### src/rtl/vx_gpu_csr_file.sv
// Per-warp GPU CSR file: SCRATCH0/1 storage per lane, write counters, a free-running
// cycle counter and read-only id registers. Reads are combinational; writes land on the edge.
module vx_gpu_csr_file #(
  parameter int unsigned NUM_WARPS     = 4,
  parameter int unsigned NUM_THREADS   = 4,
  parameter int unsigned UUID_BITS     = 44,
  parameter int unsigned NW_BITS       = (NUM_WARPS > 1) ? $clog2(NUM_WARPS) : 1,
  parameter int unsigned CSR_ADDR_BITS = 12,
  parameter logic [CSR_ADDR_BITS-1:0] SCRATCH_BASE = 12'hCC0,
  parameter logic [CSR_ADDR_BITS-1:0] TID_ADDR     = 12'hCC4,
  parameter logic [CSR_ADDR_BITS-1:0] WID_ADDR     = 12'hCC5,
  parameter logic [CSR_ADDR_BITS-1:0] WRCNT_ADDR   = 12'hCC6,
  parameter logic [CSR_ADDR_BITS-1:0] CYCLE_ADDR   = 12'hCC8,
  parameter logic [CSR_ADDR_BITS-1:0] CYCLE_H_ADDR = 12'hCC9
) (
  input  logic                          clk,
  input  logic                          reset,
  input  logic                          read_enable,
  input  logic [UUID_BITS-1:0]          read_uuid,
  input  logic [NW_BITS-1:0]            read_wid,
  input  logic [NUM_THREADS-1:0]        read_tmask,
  input  logic [CSR_ADDR_BITS-1:0]      read_addr,
  output logic [NUM_THREADS-1:0][31:0]  read_data,
  input  logic                          write_enable,
  input  logic [UUID_BITS-1:0]          write_uuid,
  input  logic [NW_BITS-1:0]            write_wid,
  input  logic [NUM_THREADS-1:0]        write_tmask,
  input  logic [CSR_ADDR_BITS-1:0]      write_addr,
  input  logic [NUM_THREADS-1:0][31:0]  write_data,
  output logic                          illegal_write,
  output logic [UUID_BITS-1:0]          illegal_uuid
);

  localparam int unsigned WIDX_BITS = (NUM_WARPS > 1) ? $clog2(NUM_WARPS) : 1;
  localparam int unsigned CNT_BITS  = 16;
  localparam logic [CSR_ADDR_BITS-1:0] SCRATCH1_ADDR = SCRATCH_BASE + CSR_ADDR_BITS'(1);

  logic [31:0]          scratch_mem [2][NUM_WARPS][NUM_THREADS];
  logic [CNT_BITS-1:0]  wrcnt [NUM_WARPS];
  logic [63:0]          cycle;

  logic                 rd_wid_ok;
  logic [WIDX_BITS-1:0] rd_idx;
  logic                 wr_wid_ok;
  logic                 wr_addr_ok;
  logic                 wr_accept;
  logic                 wr_reject;
  logic                 wr_sel;
  logic [WIDX_BITS-1:0] wr_idx;

  // uuids are debug tags; only the write uuid is ever captured
  logic unused_read_uuid;
  assign unused_read_uuid = ^read_uuid;

  assign rd_wid_ok  = 32'(read_wid) < NUM_WARPS;
  assign rd_idx     = WIDX_BITS'(read_wid);
  assign wr_wid_ok  = 32'(write_wid) < NUM_WARPS;
  assign wr_idx     = WIDX_BITS'(write_wid);
  assign wr_addr_ok = (write_addr == SCRATCH_BASE) || (write_addr == SCRATCH1_ADDR);
  assign wr_sel     = (write_addr == SCRATCH1_ADDR);
  assign wr_accept  = write_enable && wr_addr_ok && wr_wid_ok;
  assign wr_reject  = write_enable && !wr_accept;

  // Read decode: sees pre-edge state only, no write bypass
  always_comb begin
    read_data = '0;
    if (read_enable && rd_wid_ok) begin
      for (int l = 0; l < NUM_THREADS; l++) begin
        if (read_tmask[l]) begin
          case (read_addr)
            SCRATCH_BASE:  read_data[l] = scratch_mem[0][rd_idx][l];
            SCRATCH1_ADDR: read_data[l] = scratch_mem[1][rd_idx][l];
            TID_ADDR:      read_data[l] = 32'(l);
            WID_ADDR:      read_data[l] = 32'(read_wid);
            WRCNT_ADDR:    read_data[l] = {16'h0, wrcnt[rd_idx]};
            CYCLE_ADDR:    read_data[l] = cycle[31:0];
            CYCLE_H_ADDR:  read_data[l] = cycle[63:32];
            default:       read_data[l] = 32'h0;
          endcase
        end
      end
    end
  end

  // Scratch storage: lane-masked update on accepted writes
  always_ff @(posedge clk) begin
    if (reset) begin
      for (int w = 0; w < NUM_WARPS; w++) begin
        for (int l = 0; l < NUM_THREADS; l++) begin
          scratch_mem[0][w][l] <= '0;
          scratch_mem[1][w][l] <= '0;
        end
      end
    end else if (wr_accept) begin
      for (int l = 0; l < NUM_THREADS; l++) begin
        if (write_tmask[l]) begin
          scratch_mem[wr_sel][wr_idx][l] <= write_data[l];
        end
      end
    end
  end

  // Per-warp accepted-write counters, saturating
  always_ff @(posedge clk) begin
    if (reset) begin
      for (int w = 0; w < NUM_WARPS; w++) begin
        wrcnt[w] <= '0;
      end
    end else if (wr_accept && (wrcnt[wr_idx] != {CNT_BITS{1'b1}})) begin
      wrcnt[wr_idx] <= wrcnt[wr_idx] + CNT_BITS'(1);
    end
  end

  always_ff @(posedge clk) begin
    if (reset) begin
      cycle <= '0;
    end else begin
      cycle <= cycle + 64'd1;
    end
  end

  // Rejected-write reporting
  always_ff @(posedge clk) begin
    if (reset) begin
      illegal_write <= 1'b0;
      illegal_uuid  <= '0;
    end else begin
      illegal_write <= wr_reject;
      if (wr_reject) begin
        illegal_uuid <= write_uuid;
      end
    end
  end

endmodule

### config.mk
export PLATFORM = sky130hd
export DESIGN_NAME = vx_gpu_csr_file
export DESIGN_NICKNAME = d
export VERILOG_FILES = /design/src/rtl/vx_gpu_csr_file.sv
export SDC_FILE = /design/constraint.sdc
export NUM_CORES = 2
export LEC_CHECK = 0
export CORE_AREA = 5 5 418 338
export DETAILED_ROUTE_END_ITERATION = 12
export DIE_AREA = 0 0 423 343
export GPL_TIMING_DRIVEN = 0
export HOLD_SLACK_MARGIN = 0.12
export MAX_ROUTING_LAYER = met4
export SLEW_MARGIN = 5
export SYNTH_ARGS = -nofsm -noshare
export SYNTH_HDL_FRONTEND = slang
export SYNTH_SLANG_ARGS = --single-unit
### constraint.sdc
create_clock -name clk -period 4.55 [get_ports clk]
set_input_delay 0.91 -clock clk [delete_from_list [all_inputs] [get_ports clk]]
set_output_delay 0.91 -clock clk [all_outputs]
set_load 0.01 [all_outputs]
Word-level counts from Yosys, hierarchy flattened

Memory sizes are Yosys's and may differ from the RTL's.
Index checks and enable logic that the tools add are counted.

Register bits: 109
RAM bits: 1088
Input bits: 256
Output and inout port bits: 173
Logic and storage cells: 3152
Memories: 2

Add/sub/neg operators: 2
Order comparisons: 3
Equal/unequal tests: 10
Muxes and demuxes: 1586
Bitwise operators: 1538
Reductions and logical operators: 8

Memories:

| name        | words | width | read ports | clocked after Yosys merged registers in | wr ports | line | RTL |
|---|---|---|---|---|---|---|---|
| scratch_mem | 2     | 512   | 2          | 0                                       | 2        | 38   | `logic [31:0] scratch_mem [2][NUM_WARPS][NUM_THREADS];` |
| wrcnt       | 4     | 16    | 2          | 0                                       | 4        | 39   | `logic [CNT_BITS-1:0] wrcnt [NUM_WARPS];` |

Operators by type and width:

| cell                  | count |
|---|---|
| $mux 512              | 6 |
| $mux 1                | 1555 |
| $or 1x1->1            | 1536 |
| $demux 128 s2         | 4 |
| $mux 128              | 6 |
| $pmux 32 s7           | 3 |
| $bmux 128 s2          | 2 |
| $reduce_or 512->1     | 1 |
| $pmux 32 s6           | 1 |
| $mux 32               | 5 |
| $eq 12x12->1 const B  | 9 |
| $mux 96               | 1 |
| $add 64x1->64 const B | 1 |
| $mux 64               | 1 |
| $add 16x1->16 const B | 1 |
| $mux 16               | 1 |
| $ne 16x16->1 const B  | 1 |
| $reduce_or 16->1      | 1 |
| $ge 3x3->1 const B    | 2 |
| $not 2->3             | 2 |
| $logic_and 1x1->1     | 4 |
| $lt 3x1->1 const B    | 1 |
| $mux 2                | 1 |
| $logic_not 1->1       | 1 |
| $logic_or 1x1->1      | 1 |

Longest topological paths before layout

Depth in word-level cells: 11
Gate-level depth with buffers: 11
Depth with buffers taken out: 7

Worst setup path after synthesis

OpenSTA, ideal clock, no wires.

Path kind: input to register
Start: in write_wid[1]
End: mem scratch_mem[0][160] (netlist name) (enable)
Library setup time: 466 ps
Arrival: 4328 ps
Required time: 4084 ps
Path slack: -244 ps
Stages: 6
Buffers on the path: 3
Path through: buf_2 buf_2 buf_4 nor2b_1 nand2_1 o21ai_0

RTL lines:

| what            | line | RTL |
|---|---|---|
| start, declared | 26   | `input logic [NW_BITS-1:0] write_wid,` |
| end, declared   | 38   |  |

==> impl_results.md <==
* Gr usage total at 0.259
* Hpwl dp at 131000 um
* CTS tree: yes
* Clock insertion delay at the later pin of the skew report at 0.76 ns
* Core region area at 137000 um2
* Met3 WL at 17900 um
* Metal2 WL at 86300 um
* Crit start category: primary input
* Worst-path clk slew at 0.06 ns
* Post-Synth XOR/XNOR Area at 0.00614
* Endpoint, Worst Hold: illegal_uuid[36]
* Ports at 429
* # fillers at 11600
* # rows at 122
* Simple-gate portion of the synthesized area at 0.159
* Hold Path Origin: illegal_uuid[36]
* Slowest CP cell: clkdlybuf4s50_1
* Die Span X at 423 um
* Synth-to-Final Area Change at 25.1%
* Tcrit/Tclk final at 1.03
* Hold Path Cell Cnt at 2
* Leak Pwr at 22.9 nW
* Vias in the first global route at 34800
* Worst setup EP type: primary output
* Register-to-Register Setup Slack at 0.97 ns
* Fin crit period at 4.68 ns
* Status: finished with violations
* Commonest non-fill, non-tap cell in the layout: edfxtp_1
* Syn_area_per_cell at 14.6 um2
* Failing checks: negative setup slack
* Final Max Tran Viols at 0
* Max_cap viols at 0
* Synthesized instance count at 3713
* Placer Congestion at 0.862
* YS warnings at 0
* Post-route cell area at 67900 um2
* Worst Path Required at 3.64 ns
* Met1 WL at 73100 um
* Utilization after layout at 0.496
* Largest net degree at the start of global routing at 33
* CP Cell Sequence: clkdlybuf4s50_1 > nand4bb_2 > nor3_4 > and3_2 > clkbuf_8 > a21oi_4 > buf_12 > a21oi_4 > clkdlybuf4s50_1
* Post-route ant nets at 0
* Final setup viols at 7
* Post-Route Skew at 0.0616 ns
* Post-DP Area at 62100 um2
* Mux share of post-synthesis cell area at 0.120
* Worst slew pin tran at 1.38 ns
* TNS Setup at -0.586 ns
* EDFF count, synth at 1088
* Post-synthesis compound-gate area fraction at 0.0515
* # port buffers at 379
* CTS H-tree lvls at 3
* Hold Vio Cnt, Final at 0
* CP Class: primary input to primary output
* Reg-to-reg endpoint: wrcnt[1][6]
* Peak VDD IR at 0.315 mV
* Max Clock Freq at 214 MHz
* Via density at 5.62
* #FFs+latches synth at 1197
* RSZ-0062 raised after global routing: true
* Synth Cell Area at 54200 um2
* Share of cells above drive strength 1 at 0.201
* Full die area at 145000 um2
* Tot Pwr at 0.0246 W
* FF+latch area at 34900 um2
* RR Startpoint: wrcnt[0][0]
* Asr flop ratio synth at 0
* Post-Synth Adder-Cell Area at 0.000461
* Commonest non-fill, non-tap cells in the layout: 1088 x edfxtp_1, 1030 x and2_1, 288 x mux4_2
* R2R depth at 9
* Area leader, netlist: edfxtp_1
* Synth top area share at 0.602
* Seq/Total Area, Yosys at 0.642
* Residual DRC at 0
* Bufs on Longest Clock Path at 3
* CTS buffer count at 121
* Top Layer Used: met4
* Nets at 4572
* CP Max Fanout at 10
* Most area-consuming cells after synthesis: edfxtp_1 60%, mux4_2 12%, and2_1 12%
* Initial antenna violation count at 29
* # clock sinks at 1197
* Slowest stage delay, CP at 0.58 ns
* First-pass GRT wire length at 261000 um
* Die H at 343 um
* Netlist cell types at 53
* Power Density at 362 nW/um2
* Routed wire length at 186000 um
* Total grt overflow at 0
* Vias post-DR at 35100
* Setup crit start: read_addr[4]
* Largest family of logic cells by synthesized area: simple AND/OR/NAND/NOR gates
* Min-Delay Path Class: register to register
* Final WS setup at -0.132 ns
* Synth Flop Type: edfxtp_1
* Initial core utilization at 0.396
* Pre-antenna DRT Iters at 5
* Wire per inst at 29.8 um
* CP arrival at 3.77 ns
* Relative slew slack at 0.0816
* Total nets after synthesis at 3971
* Multi-input gate area at 19800 um2
* 1st-iter DRT viols at 4188
* CTS Root Cell: clkbuf_16
-- routing by layer --
metal,GRT usage,up-vias
met5,-,-
met2,0.397,1659
li1,-,15200
met4,0.106,0
met3,0.0651,340
met1,0.332,17900
-- cell families after synthesis --
group                    Yosys count
AND/OR/NAND/NOR                 1469
flip-flops                      1197
AO/OA/AOI/OAI                    447
multiplexers                     290
buffers and inverters            270
XOR/XNOR                          38
adder cells (fa/ha/maj)            2
-- cell type report --
| class | instances | share of cell area |
|---|---|---|
| sequential | 1197 | 0.514 |
| multi-input combinational | 2246 | 0.292 |
| clock buffer | 171 | 0.0498 |
| tap | 1798 | 0.0332 |
| antenna | 29 | 0.00107 |
| buffer | 256 | 0.0224 |
| timing repair buffer | 479 | 0.0770 |
| inverter | 13 | 0.000719 |
| clock inverter | 55 | 0.00979 |
-- worst max-delay path, delay by kind of cell --
kind / cells / cell delay (ns)
buffers and inverters: 4 / 1.51
and+or+nand+nor: 3 / 0.99
AOI/OAI and AO/OA: 2 / 0.36
-- sequential cells by signal, summed over array words and instances (netlist names) --
register,flops
scratch_mem,1024
cycle,64
wrcnt,64
illegal_uuid,44
illegal_write,1
-- how the worst max path moves through the flow --
stage	endpoint	depth (start not counted)	slack, ns
floorplan	scratch_mem[0][160]	6	-0.24
global placement	scratch_mem[1][142]	6	-4.23
detailed placement	read_data[95]	9	-2.34
CTS	read_data[9]	9	-0.18
global route	read_data[92]	9	-0.20
finish	read_data[33]	9	-0.13
-- metrics by stage --
step                setup WS, ns  instances  hold WS [ns]
finish                    -0.132       6244         0.452
global route              -0.196       6242         0.468
CTS                       -0.180       6211         0.454
detailed placement         -2.34       5951         0.446
global placement           -4.23       5890         0.442
floorplan                 -0.244       3713         0.441
-- where the power goes --
part	switching, W	internal, W
Clock	0.00437	0.00600
Sequential	0.000147	0.0125
Combinational	0.000875	0.000739
Total	0.00539	0.0192
-- synthesized netlist by cell type, types with 2 or more instances --
master    count
buf_4         6
nand4_1      24
a221oi_1     14
ha_1          2
xor2_1       20
mux2i_1       2
nor4bb_1      2
nor2_1      126
nand3_2       3
buf_1        12
or2_2         6
or4_1        27
o211ai_4      3
nor3_1        7
or3_1        11
and2_1     1030
edfxtp_1   1088
a21oi_1     209
buf_2        25
nor2b_1      20
o31ai_1      28
o22ai_1       2
inv_1        13
o21ai_0      38
nand3_1      31
mux4_2      288
buf_6         4
nand2b_1      4
nor3_2        2
and3_1       12
xnor2_1      18
nand2_1     136
dfxtp_1     109
nor3b_1       3
a31oi_1       4
clkbuf_1    210
nor4_1        6
and4_1        8
a22oi_1     146
-- repair_timing --
action                     CTS  global route
setup endpoints to repair  131           123
resized for setup          456           108
hold buffers                 0             0
pin swaps                   33             9
buffers inserted            34             4
cloned                       1             0
No activity file was read; power rests on OpenSTA's default activity.
